<file path="src/rtl/data_memory_arbiter.sv">
// Two-port arbiter/sequencer in front of a single-port data memory.
// Each granted request runs IDLE -> ACCESS -> RESP and returns a one-cycle ack to its port.
module data_memory_arbiter #(
  parameter int unsigned ADDR_W         = 32,
  parameter int unsigned DATA_W         = 32,
  parameter int unsigned MEM_DEPTH_LOG2 = 5,
  parameter bit          ROUND_ROBIN    = 1'b1
) (
  input  logic              clk,
  input  logic              reset,
  // Port A (load/store unit)
  input  logic              a_req,
  input  logic              a_we,
  input  logic [ADDR_W-1:0] a_addr,
  input  logic [DATA_W-1:0] a_wdata,
  output logic              a_ack,
  output logic              a_err,
  output logic [DATA_W-1:0] a_rdata,
  // Port B (debug/DMA)
  input  logic              b_req,
  input  logic              b_we,
  input  logic [ADDR_W-1:0] b_addr,
  input  logic [DATA_W-1:0] b_wdata,
  output logic              b_ack,
  output logic              b_err,
  output logic [DATA_W-1:0] b_rdata,
  // Memory side
  output logic              mem_read,
  output logic              mem_write,
  output logic [ADDR_W-1:0] endereco,
  output logic [DATA_W-1:0] write_data,
  input  logic [DATA_W-1:0] read_data,
  output logic              busy
);

  typedef enum logic [1:0] {StIdle, StAccess, StResp} state_e;

  localparam logic PortA = 1'b0;
  localparam logic PortB = 1'b1;

  state_e              state_q, state_d;
  logic                last_q, last_d;
  logic                we_q, we_d;
  logic                id_q, id_d;
  logic [ADDR_W-1:0]   addr_q, addr_d;
  logic [DATA_W-1:0]   wdata_q, wdata_d;
  logic [DATA_W-1:0]   a_rdata_q, a_rdata_d;
  logic [DATA_W-1:0]   b_rdata_q, b_rdata_d;

  logic grant_valid;
  logic grant_id;
  logic in_range;

  assign in_range = ((addr_q >> MEM_DEPTH_LOG2) == '0);

  // On a tie the port that did not win last time gets the grant (or A in fixed-priority mode).
  always_comb begin
    grant_valid = a_req | b_req;
    if (a_req && b_req) begin
      grant_id = ROUND_ROBIN ? ~last_q : PortA;
    end else begin
      grant_id = a_req ? PortA : PortB;
    end
  end

  always_comb begin
    state_d   = state_q;
    last_d    = last_q;
    we_d      = we_q;
    id_d      = id_q;
    addr_d    = addr_q;
    wdata_d   = wdata_q;
    a_rdata_d = a_rdata_q;
    b_rdata_d = b_rdata_q;
    case (state_q)
      StIdle: begin
        if (grant_valid) begin
          id_d    = grant_id;
          last_d  = grant_id;
          we_d    = (grant_id == PortA) ? a_we    : b_we;
          addr_d  = (grant_id == PortA) ? a_addr  : b_addr;
          wdata_d = (grant_id == PortA) ? a_wdata : b_wdata;
          state_d = StAccess;
        end
      end
      StAccess: begin
        // Out-of-range reads return zero; writes leave the port's rdata untouched.
        if (!we_q) begin
          if (id_q == PortA) begin
            a_rdata_d = in_range ? read_data : '0;
          end else begin
            b_rdata_d = in_range ? read_data : '0;
          end
        end
        state_d = StResp;
      end
      StResp: begin
        state_d = StIdle;
      end
      default: begin
        state_d = StIdle;
      end
    endcase
  end

  always_ff @(posedge clk or posedge reset) begin
    if (reset) begin
      state_q   <= StIdle;
      last_q    <= PortB;
      we_q      <= 1'b0;
      id_q      <= PortA;
      addr_q    <= '0;
      wdata_q   <= '0;
      a_rdata_q <= '0;
      b_rdata_q <= '0;
    end else begin
      state_q   <= state_d;
      last_q    <= last_d;
      we_q      <= we_d;
      id_q      <= id_d;
      addr_q    <= addr_d;
      wdata_q   <= wdata_d;
      a_rdata_q <= a_rdata_d;
      b_rdata_q <= b_rdata_d;
    end
  end

  always_comb begin
    mem_read   = (state_q == StAccess) && in_range && !we_q;
    mem_write  = (state_q == StAccess) && in_range && we_q;
    endereco   = addr_q;
    write_data = wdata_q;
    a_ack      = (state_q == StResp) && (id_q == PortA);
    b_ack      = (state_q == StResp) && (id_q == PortB);
    a_err      = a_ack && !in_range;
    b_err      = b_ack && !in_range;
    a_rdata    = a_rdata_q;
    b_rdata    = b_rdata_q;
    busy       = (state_q != StIdle);
  end

endmodule
</file>
<file path="config.mk">
export PLATFORM = sky130hd
export DESIGN_NAME = data_memory_arbiter
export DESIGN_NICKNAME = d
export VERILOG_FILES = /design/src/rtl/data_memory_arbiter.sv
export SDC_FILE = /design/constraint.sdc
export NUM_CORES = 1
export LEC_CHECK = 0
export CELL_PAD_IN_SITES_DETAIL_PLACEMENT = 1
export CELL_PAD_IN_SITES_GLOBAL_PLACEMENT = 1
export CORE_ASPECT_RATIO = 1.1
export CORE_MARGIN = 4
export CORE_UTILIZATION = 34
export DETAILED_ROUTE_END_ITERATION = 10
export PLACE_DENSITY = 0.89
export SLEW_MARGIN = 20
export SYNTH_ARGS = -nofsm -noshare
export SYNTH_HDL_FRONTEND = slang
export SYNTH_SLANG_ARGS = --single-unit
</file>
<file path="constraint.sdc">
create_clock -name clk -period 9.7 [get_ports clk]
set_clock_uncertainty 0.05 [all_clocks]
set_input_delay 1.94 -clock clk [delete_from_list [all_inputs] [get_ports clk]]
set_output_delay 1.94 -clock clk [all_outputs]
set_load 0.02 [all_outputs]
</file>
Word-level counts from Yosys, hierarchy flattened
Cells that the tools add are included.
{ "totals": {"register_bits": 133, "out_inout_bits": 135, "wordCells": 39} }
{ "op_classes": {"reduce_logical": 16, "eq_ne": 3, "n_bitwise": 4, "mux": 8} }
{ "op_table": {"columns": ["operator", "n"], "rows": [
  ["two-way mux 32 bit", 3],
  ["logical NOT 32 bit", 1],
  ["logical AND 1 bit", 8],
  ["AND reduction 3 bit", 2],
  ["case mux 2 bit (2 select lines)", 1],
  ["two-way mux 1 bit", 3],
  ["inverter 1 bit", 3],
  ["== test 2 x 1 -> 1 bit (second input constant)", 1],
  ["== test 2 bit (second input constant)", 1],
  ["logical NOT 1 bit", 2],
  ["logical NOT 2 bit", 1],
  ["two-way mux 2 bit", 1],
  ["inequality test 2 bit (second input constant)", 1],
  ["AND reduction 2 bit", 1],
  ["nonzero test 2 bit", 1],
  ["bitwise OR 1 bit", 1]
]} }

Longest topological paths before layout
Gate-level depths: netlist of the first run.
{ "logic_depth": {"word_depth": 3, "mapped_depth": 7} }

Worst setup path before layout of the first run
No wires, ideal clock.
{ "synth_timing": {"path_kind": "reg-to-output", "startpoint": "register addr_q[26], in the netlist endereco[26]", "endpoint": "output mem_read", "t_required_ns": 7.710, "path_buffers": 0, "path_slack_ns": 6.260, "stages_incl_launch_ff": 4, "arrival_ns": 1.450, "path_cell_list": "dfrtp_1 > nor4_2 > and4_1 > and4b_1"} }
{ "synth_via": {"elab_chain_cells": 3} }
{ "synth_lines": {"columns": ["element", "line_no", "text"], "rows": [
  ["from (decl)", "45", "logic [ADDR_W-1:0] addr_q, addr_d;"],
  ["from (signal assigned)", "121", "addr_q <= addr_d;"],
  ["logical NOT 32 bit", "54", "assign in_range = ((addr_q >> MEM_DEPTH_LOG2) == '0);"],
  ["logical AND 1 bit (2 in a row)", "129", "mem_read = (state_q == StAccess) && in_range && !we_q;"],
  ["to (decl)", "28", "output logic mem_read,"]
]} }
No other way between the ends.

Worst setup path after layout of the first run
{ "layout_timing": {"startpoint": "register addr_q[11], in the netlist endereco[11]", "endpoint": "output mem_read"} }
The elaborated chain is that of the path after synthesis.

==> run metrics, run 1 <==
CTS tree built; HP Start b_rdata[9]$_DFFE_PP0P_; Clk Latency, worst-skew pair 410 ps; Hold WC Path Type reg2reg; All-Layer GR Usage 0.230; Placeable Area ~0.020 sq mm; Gate power share 0.484; crit-path max cell delay ~680 ps; number of synthesized register bits about 130; area leader, netlist dfrtp_1; area delta synth->final 52.9%; most common cell in the netlist dfrtp_1; clock sinks approximately 130; Flop pwr share 0.297; Hold Slack approximately 430 ps; most frequent CP cell and4b_1; gpl congestion 0.845; Tmin final 4580 ps; status complete, no violations; Pwr per Cell Area slightly above 300 mW/mm^2; slowest stage cell on the critical path clkdlybuf4s50_1; Tot Pwr ~3.3 mW; DR pass1 iterations 4; setup violators final 0; pin count of the biggest net entering global routing 81; CTS Buffer Depth 2; antenna violations before repair 0; largest family of logic cells by synthesized area compound AO/OA/AOI/OAI gates; sequential fraction of the synthesis area 0.474; CP Max Fanout 4; Cell Area, Synth 0.00703 sq mm; Cells after DPL 1147; Worst Hold End b_rdata[9]$_DFFE_PP0P_; H-Tree Depth 4; WP buf/inv 1; commonest cells in the netlist 132 x dfrtp_1, 97 x nand3b_1, 69 x a21oi_1; Rel. slew slack 0.254; setup TNS 0 ps; Via density roughly 5.7; r2r worst-path depth 5; Post-Synth Simple-Gate Area 0.169; Max Cap Violations 0; R2R Setup Slk slightly below 7000 ps; crit path kind reg2out; Net Sw Frac 0.401; Ys Warns 0; Synth Area in Adders 0; die area between 0.02 and 0.025 sq mm; HPWL reported at the end of detailed placement between 15000 and 20000 um; Max Slew Vio Count 0; Port Buffers 300; CP required 7710 ps; Int Power a little under 2 mW; net count after synthesis between 800 and 900; total gr overflow 0; FFs w/ async S/R, synth 1.00; sw power 1.32 mW; Leak Pwr approximately 4.2 nW; post-route ant nets 0; # rows 54; Synth area leaders dfrtp_1 47%, o41ai_2 15%, nand3b_1 10%; ys flop type dfrtp_1; Layout Cells excl Fill roughly 1200; CP cell instances nor4_2, and4b_1, and4b_1, clkdlybuf4s50_1; Worst-path clk slew 60 ps; Crit Reg-Reg Endpoint endereco[27]$_DFFE_PP0P_; Max VDD drop ~0.00016 V; Avg Inst Size Synth roughly 11 sq um; post-CTS setup buffers 0; Final Hold Viols 0; Cells after Synth 668; final instance area 0.0107 sq mm; first-pass GRT wire length between 40000 and 50000 um; Netlist cell types 31; # IOs ~300; Placed Area slightly above 0.01 sq mm; Compound-Gate Fraction of Synth Area 0.303; chip width around 150 um; actual slew at the worst max-slew pin roughly 1100 ps; pre-CTS setup slack 5270 ps; vias in the first global route approximately 7300; FF-to-FF Start state_q[0]$_DFFE_PP0P_; hold_buf cts 0; Worst Slack Setup Final ~5000 ps; WHS Path Cells 2; Post-synth EDFFs 0; Routed Wire Length between 20000 and 30000 um; CTS resizes 0; diode count 0; FMAX between 200 and 250 MHz; Final nets approximately 1100; Arr. time, crit path roughly 2600 ps; Die H approximately 160 um; Util after Layout 0.535; fin crit share 0.472; starting density of the core 0.350; Remaining DRCs 0; first-iteration detailed-routing DRC count 398; post-DR wirelength/cell 23.0 um; layout cells sized above 1 0.129; Crit path max-delay family simple AND/OR/NAND/NOR gates; Clock power frac 0.218; multiplexer area fraction after synthesis 0; CTS buffer count 17; RSZ-0062 raised after global routing no; vias approximately 6700; top-area cell type share of the netlist area 0.470; Root Buffer clkbuf_16; crit start category register; CP Capture Type output pin; Post-Synth XOR/XNOR Area 0
## registers in the layout, summed over array words and instances (netlist names)
signal / count
we_q: 1
last_q: 1
endereco: 32
b_rdata: 32
id_q: 1
a_rdata: 32
state_q: 2
write_data: 32
## metal layers
metal / track usage / share of wire / vias up
li1: - / - / 3026
met1: 0.253 / 0.38 / 3419
met2: 0.413 / 0.51 / 261
met3: 0.0875 / 0.086 / 35
met4: 0.0712 / 0.025 / 0
met5: 0 / 0 / -
## area by class of cell
class	instances	area, sq um
clock buffer	24	472
clock inverter	8	171
fill	2198	9320
inverter	3	16.3
multi-input combinational	449	3370
sequential	133	3330
tap	252	315
timing repair buffer	310	3070
## placed cells by master, fill, tap and decap left out, types with 2 or more instances in the layout
cell type / count
and4b_1: 2
buf_4: 10
o21ai_0: 56
nand3b_1: 97
nor4_2: 5
bufinv_16: 5
a21oi_1: 69
o21ai_1: 9
dfrtp_1: 132
inv_2: 2
clkbuf_16: 17
and4_1: 2
nor2_4: 2
nand2_1: 64
a31oi_1: 65
a21boi_1: 2
clkbuf_8: 2
clkbuf_1: 5
o41ai_2: 63
clkdlybuf4s50_1: 299
## cell families after synthesis
group           count (synthesis)
compound gates                265
buf+inv                        86
flops                         133
simple gates                  184
## tightest hold or removal path, stage by stage, from the launching register on
cell and delay [ps]:
dfrtp_1 340, nand2_1 60, o41ai_2 40
## how the worst max path moves through the flow
stage / slack (ps) / cells past startpoint / endpoint / from
floorplan: 4160 / 1 / a_rdata[0]$_DFFE_PP0P_ / reset
detailed placement: 5270 / 5 / write_data[31]$_DFFE_PP0P_ / b_req
global route: 4990 / 5 / mem_write / endereco[30]$_DFFE_PP0P_
global placement: 5340 / 6 / endereco[27]$_DFFE_PP0P_ / a_req
CTS: 5050 / 4 / mem_read / endereco[11]$_DFFE_PP0P_
finish: 5120 / 4 / mem_read / endereco[11]$_DFFE_PP0P_
## power by group through the flow
stage,registers [mW],clock network [mW],logic (mW)
2_1_floorplan,1.20,0,0.593
3_3_place_gp,0.969,0,1.56
3_5_place_dp,0.981,0,1.60
4_1_cts,0.977,0.727,1.61
5_1_grt,1.01,0.755,1.69
6_report,0.975,0.715,1.59
No activity file was read; power rests on OpenSTA's default activity.
==> run 2, diff against run 1 <==
CORE_UTILIZATION = 29   (was 34)
PLACE_DENSITY = 0.81   (was 0.89)
clock period = 3.7 ns   (was 9.7 ns; I/O delays follow)
==> run 2 against run 1 <==
Total power increased to 2.6 times the previous value. Register-to-register slack got worse by 5600 ps. Utilization decreased by 7.9 points. Sequential share of layout area decreased by 0.30 points. Sequential power increased to 2.6 times the previous value. Clock power increased by 140%. Critical path type unchanged. Critical endpoint is now mem_write.
==> run metrics, run 2 (same netlist as run 1, synthesis figures left out) <==
H-Tree Depth 4; Max Cap Violations 0; Int Power ~5.0 mW; setup violators final 0; status complete, no violations; area delta synth->final 54.4%; CTS Buffer Depth 2; Root Buffer clkbuf_16; WP buf/inv 1; Routed Wire Length around 27000 um; CTS buffer count 17; final instance area between 0.01 and 0.015 sq mm; All-Layer GR Usage 0.196; CP cell instances nor4_2, and4b_1, and4_1, clkdlybuf4s50_1; Final Hold Viols 0; Leak Pwr approximately 4.2 nW; sw power about 3.5 mW; commonest non-fill, non-tap cell in the layout clkdlybuf4s50_1; vias approximately 6600; HPWL reported at the end of detailed placement roughly 19000 um; clock sinks 133; Worst-path clk slew approximately 60 ps; post-CTS setup buffers 0; pre-CTS setup slack 754 ps; fill cell count approximately 2500; total gr overflow 0; Layout Cells excl Fill roughly 1200; fin crit share 0.909; # rows ~60; post-route ant nets 0; post-DR wirelength/cell 21.7 um; Flop pwr share 0.296; Crit path max-delay family simple AND/OR/NAND/NOR gates; FMAX 297 MHz; slowest stage cell on the critical path clkdlybuf4s50_1; Via density approximately 5.4; Util after Layout 0.456; first-iteration detailed-routing DRC count around 240; Tmin final between 3000 and 4000 ps; starting density of the core 0.296; # IOs roughly 300; layout cells sized above 1 0.139; Max VDD drop between 0.0003 and 0.0004 V; most frequent cells in the layout 299 x clkdlybuf4s50_1, 132 x dfrtp_1, 97 x nand3b_1; CTS tree built; Placeable Area about 0.024 sq mm; diode count 0; CP Max Fanout 4; CTS resizes 0; Tot Pwr between 8 and 9 mW; Hold WC Path Type reg2reg; RSZ-0062 raised after global routing no; hold_buf cts 0; setup TNS 0 ps; Max Slew Vio Count 0; Pwr per Cell Area slightly below 800 mW/mm^2; DR pass1 iterations 4; antenna violations before repair 1; Final nets between 1000 and 1500; die area approximately 0.027 sq mm; Gate power share 0.497; Die H between 150 and 200 um; chip width 156 um; Worst Slack Setup Final 336 ps; pin count of the biggest net entering global routing about 130; crit path kind reg2out; crit-path max cell delay about 680 ps; Net Sw Frac 0.411; actual slew at the worst max-slew pin 1100 ps; Arr. time, crit path 2570 ps; CP required just under 3000 ps; Clk Latency, worst-skew pair about 420 ps; gpl congestion 0.777; Clock power frac 0.207; Hold Slack roughly 430 ps; first-pass GRT wire length ~41000 um; crit start category register; Remaining DRCs 0; Cells after DPL 1205; Port Buffers 300; Rel. slew slack 0.264; Placed Area 0.0102 sq mm; vias in the first global route approximately 7000; CP Capture Type output pin
run 2: area by class of cell:
class / count / area (sq um) / area share
repair buffers: 315 / 3150 / 0.290
multi-input cells: 449 / 3370 / 0.310
clock inverters: 14 / 168 / 0.0155
inverters: 3 / 15.0 / 0.00138
well taps: 305 / 382 / 0.0352
clock buffers: 18 / 439 / 0.0405
flip-flops and latches: 133 / 3330 / 0.307
run 2: power groups by stage:
stage          Combinational, mW  Sequential, mW  Clock, mW
4_1_cts                     4.27            2.51       1.81
6_report                    4.20            2.50       1.75
3_5_place_dp                4.25            2.53          0
3_3_place_gp                4.19            2.49          0
5_1_grt                     4.51            2.60       1.87
2_1_floorplan               1.56            3.15          0
run 2: metal layers:
metal  wire length [um]  GRT usage  vias up
met1              10600      0.230     3324
li1                   -          -     3051
met5                  7          0        -
met3               2330     0.0639       33
met2              13400      0.342      239
met4                554     0.0611        2
run 2: worst paths after layout:
path,from,to,slack [ps],depth (start not counted)
max,endereco[11]$_DFFE_PP0P_,mem_write,340,4
min,a_rdata[30]$_DFFE_PP0P_,a_rdata[30]$_DFFE_PP0P_,430,2
max reg2reg,endereco[11]$_DFFE_PP0P_,a_rdata[10]$_DFFE_PP0P_,1260,4
min reg2reg,a_rdata[30]$_DFFE_PP0P_,a_rdata[30]$_DFFE_PP0P_,430,2
max in group asynchronous,reset,write_data[1]$_DFFE_PP0P_,2190,3
min in group asynchronous,reset,b_rdata[21]$_DFFE_PP0P_,860,3
run 2: worst min-delay path, cell delays in order, from the launching register on:
cell     delay (ps)
dfrtp_1         340
nand2_1          60
o41ai_2          50
==> run 3, diff against run 2 <==
MAX_ROUTING_LAYER = met4   (was default)
==> run 3 against run 2 <==
Fmax down 0.20%. Combinational power about the same. Hold slack worse by 2.8 ps. Utilization hardly changed. Critical path type unchanged.
==> run metrics, run 3 (same netlist as run 1, synthesis figures left out) <==
status complete, no violations; fin crit share 0.911; CTS buffer count 17; RSZ-0062 raised after global routing no; crit start category register; # rows around 60; Clk Latency, worst-skew pair between 400 and 500 ps; Clock power frac 0.208; Leak Pwr about 4.2 nW; area delta synth->final 54.4%; CTS Buffer Depth 2; chip width between 150 and 200 um; CTS tree built; setup violators final 0; Via density 5.36; total gr overflow 0; hold_buf cts 0; post-route ant nets 0; commonest non-fill, non-tap cell in the layout clkdlybuf4s50_1; Max Slew Vio Count 0; All-Layer GR Usage 0.202; CTS resizes 0; Port Buffers 300; Arr. time, crit path 2580 ps; Worst-path clk slew about 60 ps; vias in the first global route approximately 7000; Root Buffer clkbuf_16; R2R Setup Slk 1250 ps; setup TNS 0 ps; Flop pwr share 0.296; die area around 0.027 sq mm; first-iteration detailed-routing DRC count 189; Gate power share 0.497; Routed Wire Length between 20000 and 30000 um; Int Power 4.99 mW; crit path kind reg2out; Max VDD drop 0.000345 V; Net Sw Frac 0.411; Rel. slew slack 0.281; gpl congestion ~0.79; post-CTS setup buffers 0; CP required between 2000 and 3000 ps; HPWL reported at the end of detailed placement 18600 um; Util after Layout 0.456; # IOs about 300; pin count of the biggest net entering global routing 134; starting density of the core 0.296; CP Capture Type output pin; FMAX between 200 and 300 MHz; CP Max Fanout 4; Pwr per Cell Area slightly below 800 mW/mm^2; Tmin final between 3000 and 4000 ps; Max Cap Violations 0; vias 6633; Remaining DRCs 0; Final nets ~1100; Final Hold Viols 0; most frequent cells in the layout 299 x clkdlybuf4s50_1, 132 x dfrtp_1, 97 x nand3b_1; DR pass1 iterations 4; Layout Cells excl Fill 1238; clock sinks ~130; H-Tree Depth 4; actual slew at the worst max-slew pin 1080 ps; sw power about 3.5 mW; Die H roughly 170 um; antenna violations before repair 1; first-pass GRT wire length 40900 um; post-DR wirelength/cell 21.8 um; Cells after DPL between 1000 and 1500; layout cells sized above 1 0.139; Hold WC Path Type reg2reg; Placeable Area 0.0238 sq mm
[run 3: cell count changes in the layout (fill, tap and decap cells not counted)]
| cell | delta |
|---|---|
| diode_2 | +1 |
[run 3: worst max-delay path, stage by stage, from the launching register on]
cell and delay (ps):
dfrtp_1 400, nor4_2 500, and4b_1 350, and4b_1 220, clkdlybuf4s50_1 690
[run 3: area by class of cell]
class / count / area (sq um)
sequential: 133 / 3330
timing repair buffer: 315 / 3150
inverter: 3 / 15.0
clock buffer: 18 / 439
multi-input combinational: 449 / 3370
antenna: 1 / 2.50
fill: 2537 / 12900
clock inverter: 14 / 168
tap: 305 / 382
[run 3: power groups by stage]
stage	Sequential, mW	Clock [mW]	Combinational, mW
floorplan	3.15	0	1.56
CTS	2.51	1.81	4.27
global placement	2.49	0	4.19
global route	2.60	1.87	4.51
finish	2.50	1.76	4.20
detailed placement	2.53	0	4.25
[run 3: final timing paths]
check / start / depth (start not counted) / endpoint
worst min register to register: a_rdata[27]$_DFFE_PP0P_ / 2 / a_rdata[27]$_DFFE_PP0P_
worst min-delay path: a_rdata[27]$_DFFE_PP0P_ / 2 / a_rdata[27]$_DFFE_PP0P_
worst max-delay path: endereco[11]$_DFFE_PP0P_ / 4 / mem_read
max in group asynchronous: reset / 3 / a_rdata[11]$_DFFE_PP0P_
worst max register to register: endereco[11]$_DFFE_PP0P_ / 4 / a_rdata[10]$_DFFE_PP0P_
min in group asynchronous: reset / 3 / b_rdata[21]$_DFFE_PP0P_
[run 3: metal layers]
| metal | routed length (um) | global-route usage |
|---|---|---|
| met4 | 550 | 0.0604 |
| met3 | 2150 | 0.0528 |
| met2 | 13400 | 0.341 |
| met1 | 10800 | 0.238 |
| met5 | 0 | - |
[run 3: through the flow]
stage	hold WS (ps)	total power [mW]	area [sq um]	worst slack (ps)
after floorplan	428	4.71	7030	1260
after global placement	409	6.68	10200	775
after detailed placement	412	6.79	10200	754
after CTS	433	8.59	10800	272
after global routing	449	8.98	10800	196
final	427	8.46	10800	329
